==> src/rtl/mem_region_decoder_pkg.sv <==
// ============================================================================
// mem_map_pkg : shared types, constants and the region-hit helper
// Rev 1.0
// ============================================================================
`default_nettype none

package mem_map_pkg;

  localparam int WAIT_W     = 4;
  localparam int ADDR_W_DEF = 16;
  localparam int DATA_W_DEF = 8;
  localparam int MAX_ADDR_W = 32;

  typedef enum logic [1:0] {
    IDLE   = 2'd0,
    ACCESS = 2'd1,
    WAIT   = 2'd2,
    DONE   = 2'd3
  } state_e;

  // Callers zero-extend their address to MAX_ADDR_W; only masked bits matter.
  function automatic logic region_hit(input logic [MAX_ADDR_W-1:0] addr,
                                      input logic [MAX_ADDR_W-1:0] base,
                                      input logic [MAX_ADDR_W-1:0] mask);
    return (addr & mask) == (base & mask);
  endfunction

endpackage

`default_nettype wire

==> src/rtl/mem_region_decoder_if.sv <==
// ============================================================================
// mem_region_decoder_if : CPU-side and device-side bus of the region decoder
// Rev 1.0
// ============================================================================
`default_nettype none

interface mem_region_decoder_if #(
  parameter int REGIONS = 8,
  parameter int ADDR_W  = 16,
  parameter int DATA_W  = 8
);
  logic [ADDR_W-1:0]         memAddr;
  logic                      memStrobe;
  logic                      memWrite;
  logic [DATA_W-1:0]         memDataWrite;
  logic [DATA_W-1:0]         memDataRead;
  logic                      memReady;
  logic [REGIONS-1:0]        devStrobe;
  logic                      devWrite;
  logic [ADDR_W-1:0]         devAddr;
  logic [DATA_W-1:0]         devDataWrite;
  logic [REGIONS*DATA_W-1:0] devDataRead;
  logic                      unmappedErr;
  logic                      roViolation;
  logic                      errClear;
  logic                      errValid;
  logic [ADDR_W-1:0]         errAddr;

  modport master (
    output memAddr, memStrobe, memWrite, memDataWrite, devDataRead, errClear,
    input  memDataRead, memReady, devStrobe, devWrite, devAddr, devDataWrite,
           unmappedErr, roViolation, errValid, errAddr
  );

  modport slave (
    input  memAddr, memStrobe, memWrite, memDataWrite, devDataRead, errClear,
    output memDataRead, memReady, devStrobe, devWrite, devAddr, devDataWrite,
           unmappedErr, roViolation, errValid, errAddr
  );
endinterface

`default_nettype wire

==> src/rtl/mem_region_decoder_match.sv <==
// ============================================================================
// mem_region_match : combinational priority matcher (index 0 wins)
// Rev 1.0
// ============================================================================
`default_nettype none

module mem_region_match
  import mem_map_pkg::*;
#(
  parameter int                          REGIONS     = 8,
  parameter int                          ADDR_W      = 16,
  parameter int                          IDX_W       = 3,
  parameter logic [REGIONS*ADDR_W-1:0]   REGION_BASE = '0,
  parameter logic [REGIONS*ADDR_W-1:0]   REGION_MASK = '0,
  parameter logic [REGIONS*WAIT_W-1:0]   REGION_WAIT = '0,
  parameter logic [REGIONS-1:0]          REGION_RO   = '0
) (
  input  logic [ADDR_W-1:0] addr_i,
  output logic              hit_o,
  output logic [IDX_W-1:0]  idx_o,
  output logic [WAIT_W-1:0] wait_o,
  output logic              ro_o
);

  always_comb begin
    hit_o  = 1'b0;
    idx_o  = '0;
    wait_o = '0;
    ro_o   = 1'b0;
    // Scan from the top so the lowest matching index is the last writer.
    for (int i = REGIONS - 1; i >= 0; i--) begin
      if (region_hit(MAX_ADDR_W'(addr_i),
                     MAX_ADDR_W'(REGION_BASE[i*ADDR_W +: ADDR_W]),
                     MAX_ADDR_W'(REGION_MASK[i*ADDR_W +: ADDR_W]))) begin
        hit_o  = 1'b1;
        idx_o  = IDX_W'(i);
        wait_o = REGION_WAIT[i*WAIT_W +: WAIT_W];
        ro_o   = REGION_RO[i];
      end
    end
  end

endmodule

`default_nettype wire

==> src/rtl/mem_region_decoder.sv <==
// ============================================================================
// mem_region_decoder : memory-map decoder and bus sequencer (FSM, waits, read mux)
// Optional error capture: DECODE_ERR_CAPTURE_EN.  Rev 1.0
// ============================================================================
`default_nettype none

module mem_region_decoder
  import mem_map_pkg::*;
#(
  parameter int                          REGIONS     = 8,
  parameter int                          ADDR_W      = ADDR_W_DEF,
  parameter int                          DATA_W      = DATA_W_DEF,
  parameter logic [REGIONS*ADDR_W-1:0]   REGION_BASE = '0,
  parameter logic [REGIONS*ADDR_W-1:0]   REGION_MASK = '0,
  parameter logic [REGIONS*WAIT_W-1:0]   REGION_WAIT = '0,
  parameter logic [REGIONS-1:0]          REGION_RO   = '0,
  parameter logic [DATA_W-1:0]           FILL_VALUE  = '0
) (
  input  logic                 clk,
  input  logic                 reset,
  mem_region_decoder_if.slave  bus
);

  localparam int IDX_W = (REGIONS > 1) ? $clog2(REGIONS) : 1;

  logic              hit;
  logic [IDX_W-1:0]  hit_idx;
  logic [WAIT_W-1:0] hit_wait;
  logic              hit_ro;

  mem_region_match #(
    .REGIONS     (REGIONS),
    .ADDR_W      (ADDR_W),
    .IDX_W       (IDX_W),
    .REGION_BASE (REGION_BASE),
    .REGION_MASK (REGION_MASK),
    .REGION_WAIT (REGION_WAIT),
    .REGION_RO   (REGION_RO)
  ) u_match (
    .addr_i (bus.memAddr),
    .hit_o  (hit),
    .idx_o  (hit_idx),
    .wait_o (hit_wait),
    .ro_o   (hit_ro)
  );

  state_e              state_q;
  logic [IDX_W-1:0]    idx_q;
  logic                hit_q;
  logic [WAIT_W-1:0]   wait_q;
  logic [WAIT_W-1:0]   cnt_q;
  logic [REGIONS-1:0]  devStrobe_q;
  logic                devWrite_q;
  logic [ADDR_W-1:0]   devAddr_q;
  logic [DATA_W-1:0]   devDataWrite_q;
  logic [DATA_W-1:0]   memDataRead_q;
  logic                memReady_q;
  logic                unmappedErr_q;
  logic                roViolation_q;
  logic                go_done;
  logic                ro_block;
  logic [DATA_W-1:0]   rd_data;

  assign ro_block = bus.memWrite && hit_ro;
  assign go_done  = ((state_q == ACCESS) && (wait_q == '0)) ||
                    ((state_q == WAIT) && (cnt_q == WAIT_W'(1)));
  assign rd_data  = hit_q ? bus.devDataRead[int'(idx_q)*DATA_W +: DATA_W] : FILL_VALUE;

  // Error accesses pass through ACCESS with zero waits so that memReady
  // lands one cycle after the error pulse, matching a zero-wait hit.
  always_ff @(posedge clk or negedge reset) begin
    if (!reset) begin
      state_q        <= IDLE;
      idx_q          <= '0;
      hit_q          <= 1'b0;
      wait_q         <= '0;
      cnt_q          <= '0;
      devStrobe_q    <= '0;
      devWrite_q     <= 1'b0;
      devAddr_q      <= '0;
      devDataWrite_q <= '0;
      memDataRead_q  <= '0;
      memReady_q     <= 1'b0;
      unmappedErr_q  <= 1'b0;
      roViolation_q  <= 1'b0;
    end else begin
      devStrobe_q   <= '0;
      memReady_q    <= 1'b0;
      unmappedErr_q <= 1'b0;
      roViolation_q <= 1'b0;
      case (state_q)
        IDLE: begin
          if (bus.memStrobe) begin
            devAddr_q      <= bus.memAddr;
            devDataWrite_q <= bus.memDataWrite;
            devWrite_q     <= bus.memWrite;
            idx_q          <= hit_idx;
            hit_q          <= hit;
            wait_q         <= (hit && !ro_block) ? hit_wait : '0;
            state_q        <= ACCESS;
            if (!hit)          unmappedErr_q <= 1'b1;
            else if (ro_block) roViolation_q <= 1'b1;
            else               devStrobe_q   <= REGIONS'(1) << hit_idx;
          end
        end
        ACCESS: begin
          cnt_q   <= wait_q;
          state_q <= go_done ? DONE : WAIT;
        end
        WAIT: begin
          if (go_done) state_q <= DONE;
          else         cnt_q   <= cnt_q - WAIT_W'(1);
        end
        DONE:    state_q <= IDLE;
        default: state_q <= IDLE;
      endcase
      if (go_done) begin
        memReady_q <= 1'b1;
        if (!devWrite_q) memDataRead_q <= rd_data;
      end
    end
  end

  assign bus.devStrobe    = devStrobe_q;
  assign bus.devWrite     = devWrite_q;
  assign bus.devAddr      = devAddr_q;
  assign bus.devDataWrite = devDataWrite_q;
  assign bus.memDataRead  = memDataRead_q;
  assign bus.memReady     = memReady_q;
  assign bus.unmappedErr  = unmappedErr_q;
  assign bus.roViolation  = roViolation_q;

`ifdef DECODE_ERR_CAPTURE_EN
  logic              errValid_q;
  logic [ADDR_W-1:0] errAddr_q;

  // A new error outranks a same-cycle clear; only the first address is kept.
  always_ff @(posedge clk or negedge reset) begin
    if (!reset) begin
      errValid_q <= 1'b0;
      errAddr_q  <= '0;
    end else if (unmappedErr_q || roViolation_q) begin
      errValid_q <= 1'b1;
      if (!errValid_q) errAddr_q <= devAddr_q;
    end else if (bus.errClear) begin
      errValid_q <= 1'b0;
    end
  end

  assign bus.errValid = errValid_q;
  assign bus.errAddr  = errAddr_q;
`else
  logic unused_errClear;
  assign unused_errClear = bus.errClear;
  assign bus.errValid    = 1'b0;
  assign bus.errAddr     = '0;
`endif

endmodule

`default_nettype wire

==> src/flat_wrapper.sv <==
// flat-port wrapper written by rule: the top's interface ports become plain ports
module mem_region_decoder_flat import mem_map_pkg::*;
#(
  parameter int                          REGIONS     = 8,
  parameter int                          ADDR_W      = ADDR_W_DEF,
  parameter int                          DATA_W      = DATA_W_DEF,
  parameter logic [REGIONS*ADDR_W-1:0]   REGION_BASE = '0,
  parameter logic [REGIONS*ADDR_W-1:0]   REGION_MASK = '0,
  parameter logic [REGIONS*WAIT_W-1:0]   REGION_WAIT = '0,
  parameter logic [REGIONS-1:0]          REGION_RO   = '0,
  parameter logic [DATA_W-1:0]           FILL_VALUE  = '0
)
  (clk, reset, bus_memAddr, bus_memStrobe, bus_memWrite, bus_memDataWrite, bus_devDataRead, bus_errClear, bus_memDataRead, bus_memReady, bus_devStrobe, bus_devWrite, bus_devAddr, bus_devDataWrite, bus_unmappedErr, bus_roViolation, bus_errValid, bus_errAddr);
  mem_region_decoder_if #(.REGIONS(REGIONS), .ADDR_W(ADDR_W), .DATA_W(DATA_W)) bus_i ();
  input  logic clk;
  input  logic reset;
  input wire logic [$bits(bus_i.memAddr)-1:0] bus_memAddr;
  input wire logic [$bits(bus_i.memStrobe)-1:0] bus_memStrobe;
  input wire logic [$bits(bus_i.memWrite)-1:0] bus_memWrite;
  input wire logic [$bits(bus_i.memDataWrite)-1:0] bus_memDataWrite;
  input wire logic [$bits(bus_i.devDataRead)-1:0] bus_devDataRead;
  input wire logic [$bits(bus_i.errClear)-1:0] bus_errClear;
  output wire logic [$bits(bus_i.memDataRead)-1:0] bus_memDataRead;
  output wire logic [$bits(bus_i.memReady)-1:0] bus_memReady;
  output wire logic [$bits(bus_i.devStrobe)-1:0] bus_devStrobe;
  output wire logic [$bits(bus_i.devWrite)-1:0] bus_devWrite;
  output wire logic [$bits(bus_i.devAddr)-1:0] bus_devAddr;
  output wire logic [$bits(bus_i.devDataWrite)-1:0] bus_devDataWrite;
  output wire logic [$bits(bus_i.unmappedErr)-1:0] bus_unmappedErr;
  output wire logic [$bits(bus_i.roViolation)-1:0] bus_roViolation;
  output wire logic [$bits(bus_i.errValid)-1:0] bus_errValid;
  output wire logic [$bits(bus_i.errAddr)-1:0] bus_errAddr;
  assign bus_i.memAddr = bus_memAddr;
  assign bus_i.memStrobe = bus_memStrobe;
  assign bus_i.memWrite = bus_memWrite;
  assign bus_i.memDataWrite = bus_memDataWrite;
  assign bus_i.devDataRead = bus_devDataRead;
  assign bus_i.errClear = bus_errClear;
  assign bus_memDataRead = bus_i.memDataRead;
  assign bus_memReady = bus_i.memReady;
  assign bus_devStrobe = bus_i.devStrobe;
  assign bus_devWrite = bus_i.devWrite;
  assign bus_devAddr = bus_i.devAddr;
  assign bus_devDataWrite = bus_i.devDataWrite;
  assign bus_unmappedErr = bus_i.unmappedErr;
  assign bus_roViolation = bus_i.roViolation;
  assign bus_errValid = bus_i.errValid;
  assign bus_errAddr = bus_i.errAddr;
  mem_region_decoder #(.REGIONS(REGIONS), .ADDR_W(ADDR_W), .DATA_W(DATA_W), .REGION_BASE(REGION_BASE), .REGION_MASK(REGION_MASK), .REGION_WAIT(REGION_WAIT), .REGION_RO(REGION_RO), .FILL_VALUE(FILL_VALUE)) u_core (.clk(clk), .reset(reset), .bus(bus_i));
endmodule
==> config.mk <==
export PLATFORM = sky130hd
export DESIGN_NAME = mem_region_decoder_flat
export DESIGN_NICKNAME = d
export VERILOG_FILES = /design/src/rtl/mem_region_decoder_pkg.sv /design/src/rtl/mem_region_decoder_if.sv /design/src/rtl/mem_region_decoder_match.sv /design/src/rtl/mem_region_decoder.sv /design/src/flat_wrapper.sv
export SDC_FILE = /design/constraint.sdc
export NUM_CORES = 1
export LEC_CHECK = 0
export BUFFER_PORTS_ARGS = -buffer_cell sky130_fd_sc_hd__buf_2
export CAP_MARGIN = 25
export CELL_PAD_IN_SITES_DETAIL_PLACEMENT = 0
export CELL_PAD_IN_SITES_GLOBAL_PLACEMENT = 1
export CORE_MARGIN = 2
export CORE_UTILIZATION = 28
export DETAILED_ROUTE_END_ITERATION = 12
export PLACE_DENSITY_LB_ADDON = 0.1
export SYNTH_ARGS = -nofsm -noshare
export SYNTH_HDL_FRONTEND = slang
export SYNTH_SLANG_ARGS = --single-unit
==> constraint.sdc <==
create_clock -name clk -period 2.1 [get_ports clk]
set_clock_uncertainty 0.2 [all_clocks]
set_input_delay 0.42 -clock clk [delete_from_list [all_inputs] [get_ports clk]]
set_output_delay 0.42 -clock clk [all_outputs]
set_load 0.01 [all_outputs]
==> flow_metrics.tcl <==
set metrics [dict create \
    cp-end-kind "register" \
    routedWlPerCell_um 12.0 \
    ir_drop_mv 0.654 \
    clock_latency_ns 0.29 \
    comb_power_share_pct 43.3 \
    ys_seq_area_share_pct 52.9 \
    period_needed_ns 1.89 \
    slowest_stage "dfrtp_1" \
    p_sw_share_pct 35.3 \
    antenna_found_initial 0 \
    place_hpwl_um 3010 \
    grt_pass1_wl_um 6640 \
    fp.dieH_um 88.3 \
    p_int_mw 2.21 \
    die_area_um2 7790 \
    sequentialPowerShare_pct 40.8 \
    start_kind "register" \
    fmax_mhz 529 \
    num_vias 1368 \
    synth_area_um2 1990 \
    syn_to_final_growth_pct 26.8 \
    drt_first_iter_violations 41 \
    cp.buffers_inverters 1 \
    final_cell_mix "buf_2 (70), dfrtp_1 (42), conb_1 (26)" \
    htree_levels 2 \
    viasPerCell 4.05 \
    port_buffers 70 \
    fp-row-count 30 \
    grt_max_degree 26 \
    ant_nets 0 \
    outcome "completed" \
    arrival_ns 1.87 \
    hold_path_class "input pin to register" \
    synth_seq_cells 42 \
    mostFrequentLayoutCell "buf_2" \
    num-nets-final 340 \
    drive_above_1_share_pct 46.7 \
    ys_warn_count 0 \
    route.detailed.drc 0 \
    hold_viol 0 \
    syn_avg_cell_area_um2 12.3 \
    cp_top_family "flip-flops" \
    grt_use_total_pct 11.0 \
    fin_tns_setup_ns 0 \
    netlist_instances 161 \
    period_share_pct 89.9 \
    critical_path_required_ns 2.08 \
    cts_setup_buffers 0 \
    clk_pin_slew_ns 0.08 \
    cts_tree "done" \
    drv_cap 0 \
    crit_chain "inv_1 -> ha_1 -> nand2b_1 -> o22ai_1 -> mux2_1" \
    first_pass_iters 4 \
    setup_viol 0 \
    overflow 0 \
    gp_congestion 0.677 \
    clkPwrFrac_pct 15.9 \
    fp.coreArea_um2 6830 \
    start_util_pct 29.1 \
    p_total_mw 3.42 \
    grt_pass1_vias 1394 \
    switchingPower_mw 1.21 \
    ios 154 \
    root_buffer "clkbuf_8" \
    cts_resized 0 \
    cts.path.max_buffers 2 \
    n_antenna_cell 0 \
    cts_inserted_buffers 5 \
    rsz0062_at_grt "false" \
    synth.distinct_cells 25 \
    p_leak_nw 1.31 \
    wl_um 4040 \
    p_per_area_nw_per_um2 1360 \
    die_w_um 88.3 \
    cts.sink_count 42 \
    crit_fanout 6 \
    slew_violations 0 \
    max_stage_delay_ns 0.41 \
    critPathKind "register to register" \
]
## sequential cells by signal (all words and copies together), names as in the netlist
signal,count
u_core.bus.devStrobe,1
u_core.bus.memReady,1
u_core.bus.devDataWrite,8
u_core.bus.devAddr,16
u_core.cnt_q,4
u_core.hit_q,1
u_core.state_q,2
u_core.bus.devWrite,1
u_core.bus.memDataRead,8
## final timing paths
path	from	depth (start not counted)	slack, ns	to
worst max-delay path	u_core.state_q[0]	5	0.21	u_core.state_q[1]
worst min-delay path	bus_memDataWrite[7]	2	0.15	u_core.bus.devDataWrite[7]
worst max register to register	u_core.state_q[0]	5	0.21	u_core.state_q[1]
worst min register to register	u_core.bus.devDataWrite[7]	1	0.30	u_core.bus.devDataWrite[7]
max in group asynchronous	reset	3	0.81	u_core.bus.devDataWrite[6]
min in group asynchronous	reset	2	0.40	u_core.cnt_q[0]
## per-stage QoR
stage	std cells	worst slack [ns]	hold WS, ns	instance area, µm²	util (%)
global route	338	0.0339	0.135	2520	36.9
global placement	329	0.194	0.198	2420	35.4
detailed placement	329	0.224	0.199	2420	35.4
CTS	338	0.185	0.142	2520	36.9
finish	338	0.211	0.155	2520	36.9
floorplan	186	0.351	-0.0756	2080	-
## per-layer routing
metal  vias to the layer above  routed length (µm)  GRT usage [%]
met2                        65                1820           16.5
li1                        641                   -              -
met4                         0                  49           4.13
met5                         -                   0              0
met3                         5                 390           4.29
met1                       657                1780           14.5
## power by group through the flow
stage	registers (mW)	logic, mW	clock network (mW)
2_1_floorplan	1.57	0.753	0
3_3_place_gp	1.41	1.51	0
3_5_place_dp	1.41	1.51	0
4_1_cts	1.40	1.52	0.578
5_1_grt	1.45	1.66	0.611
6_report	1.40	1.48	0.543
## final cells by class
class                   count  area [µm²]
clock buffers               6        82.6
clock inverters             2        12.5
fillers                   719        4310
inverters                  16        60.1
multi-input cells          98         757
flip-flops and latches     42        1050
well taps                  96         120
repair buffers             78         438
## worst register-to-register path: cells and delay by family (launching register included)
| kind | cells | cell delay, ns |
|---|---|---|
| adder cells (fa/ha/maj) | 1 | 0.28 |
| AND/OR/NAND/NOR | 1 | 0.15 |
| multiplexers | 1 | 0.36 |
| buffers and inverters | 1 | 0.11 |
| flip-flops | 1 | 0.41 |
| AO/OA/AOI/OAI | 1 | 0.28 |
## synthesized netlist by cell type
master     count  area [µm²]
nor4_1         2        12.5
mux2_1         1        11.3
o211ai_1       2        15.0
dfrtp_1       42        1050
nand2_1       12        45.0
a21oi_4        1        16.3
o211a_1        1        10.0
buf_1          1        3.75
nor3b_2        1        12.5
a311o_1        2        20.0
inv_1         15        56.3
o311ai_0       2        17.5
nand2b_1       2        12.5
a21oi_1        1        5.00
buf_2          3        15.0
o22ai_1        1        6.26
ha_1           6        75.1
conb_1         1        3.75
mux2_2        25         282
buf_4         26         195
or3_1          2        12.5
inv_2          1        3.75
mux2i_1        9        90.1
nand4bb_1      1        11.3
nand3_1        1        5.00
## kinds of logic after synthesis
| kind of cell | after synthesis | synth area share (%) |
|---|---|---|
| AOI/OAI and AO/OA | 10 | 4.53 |
| adders and majority gates | 6 | 3.78 |
| buffers and inverters | 46 | 13.8 |
| DFF | 42 | 52.9 |
| muxes | 35 | 19.3 |
| other | 1 | 0.189 |
| and+or+nand+nor | 21 | 5.60 |
## timing repair
action	4_1_cts	5_1_grt
hold buffers	1	0
endpoints found under the hold margin	17	0
setup endpoints to repair	0	0
Note: power is estimated with default switching activity, not from simulation.
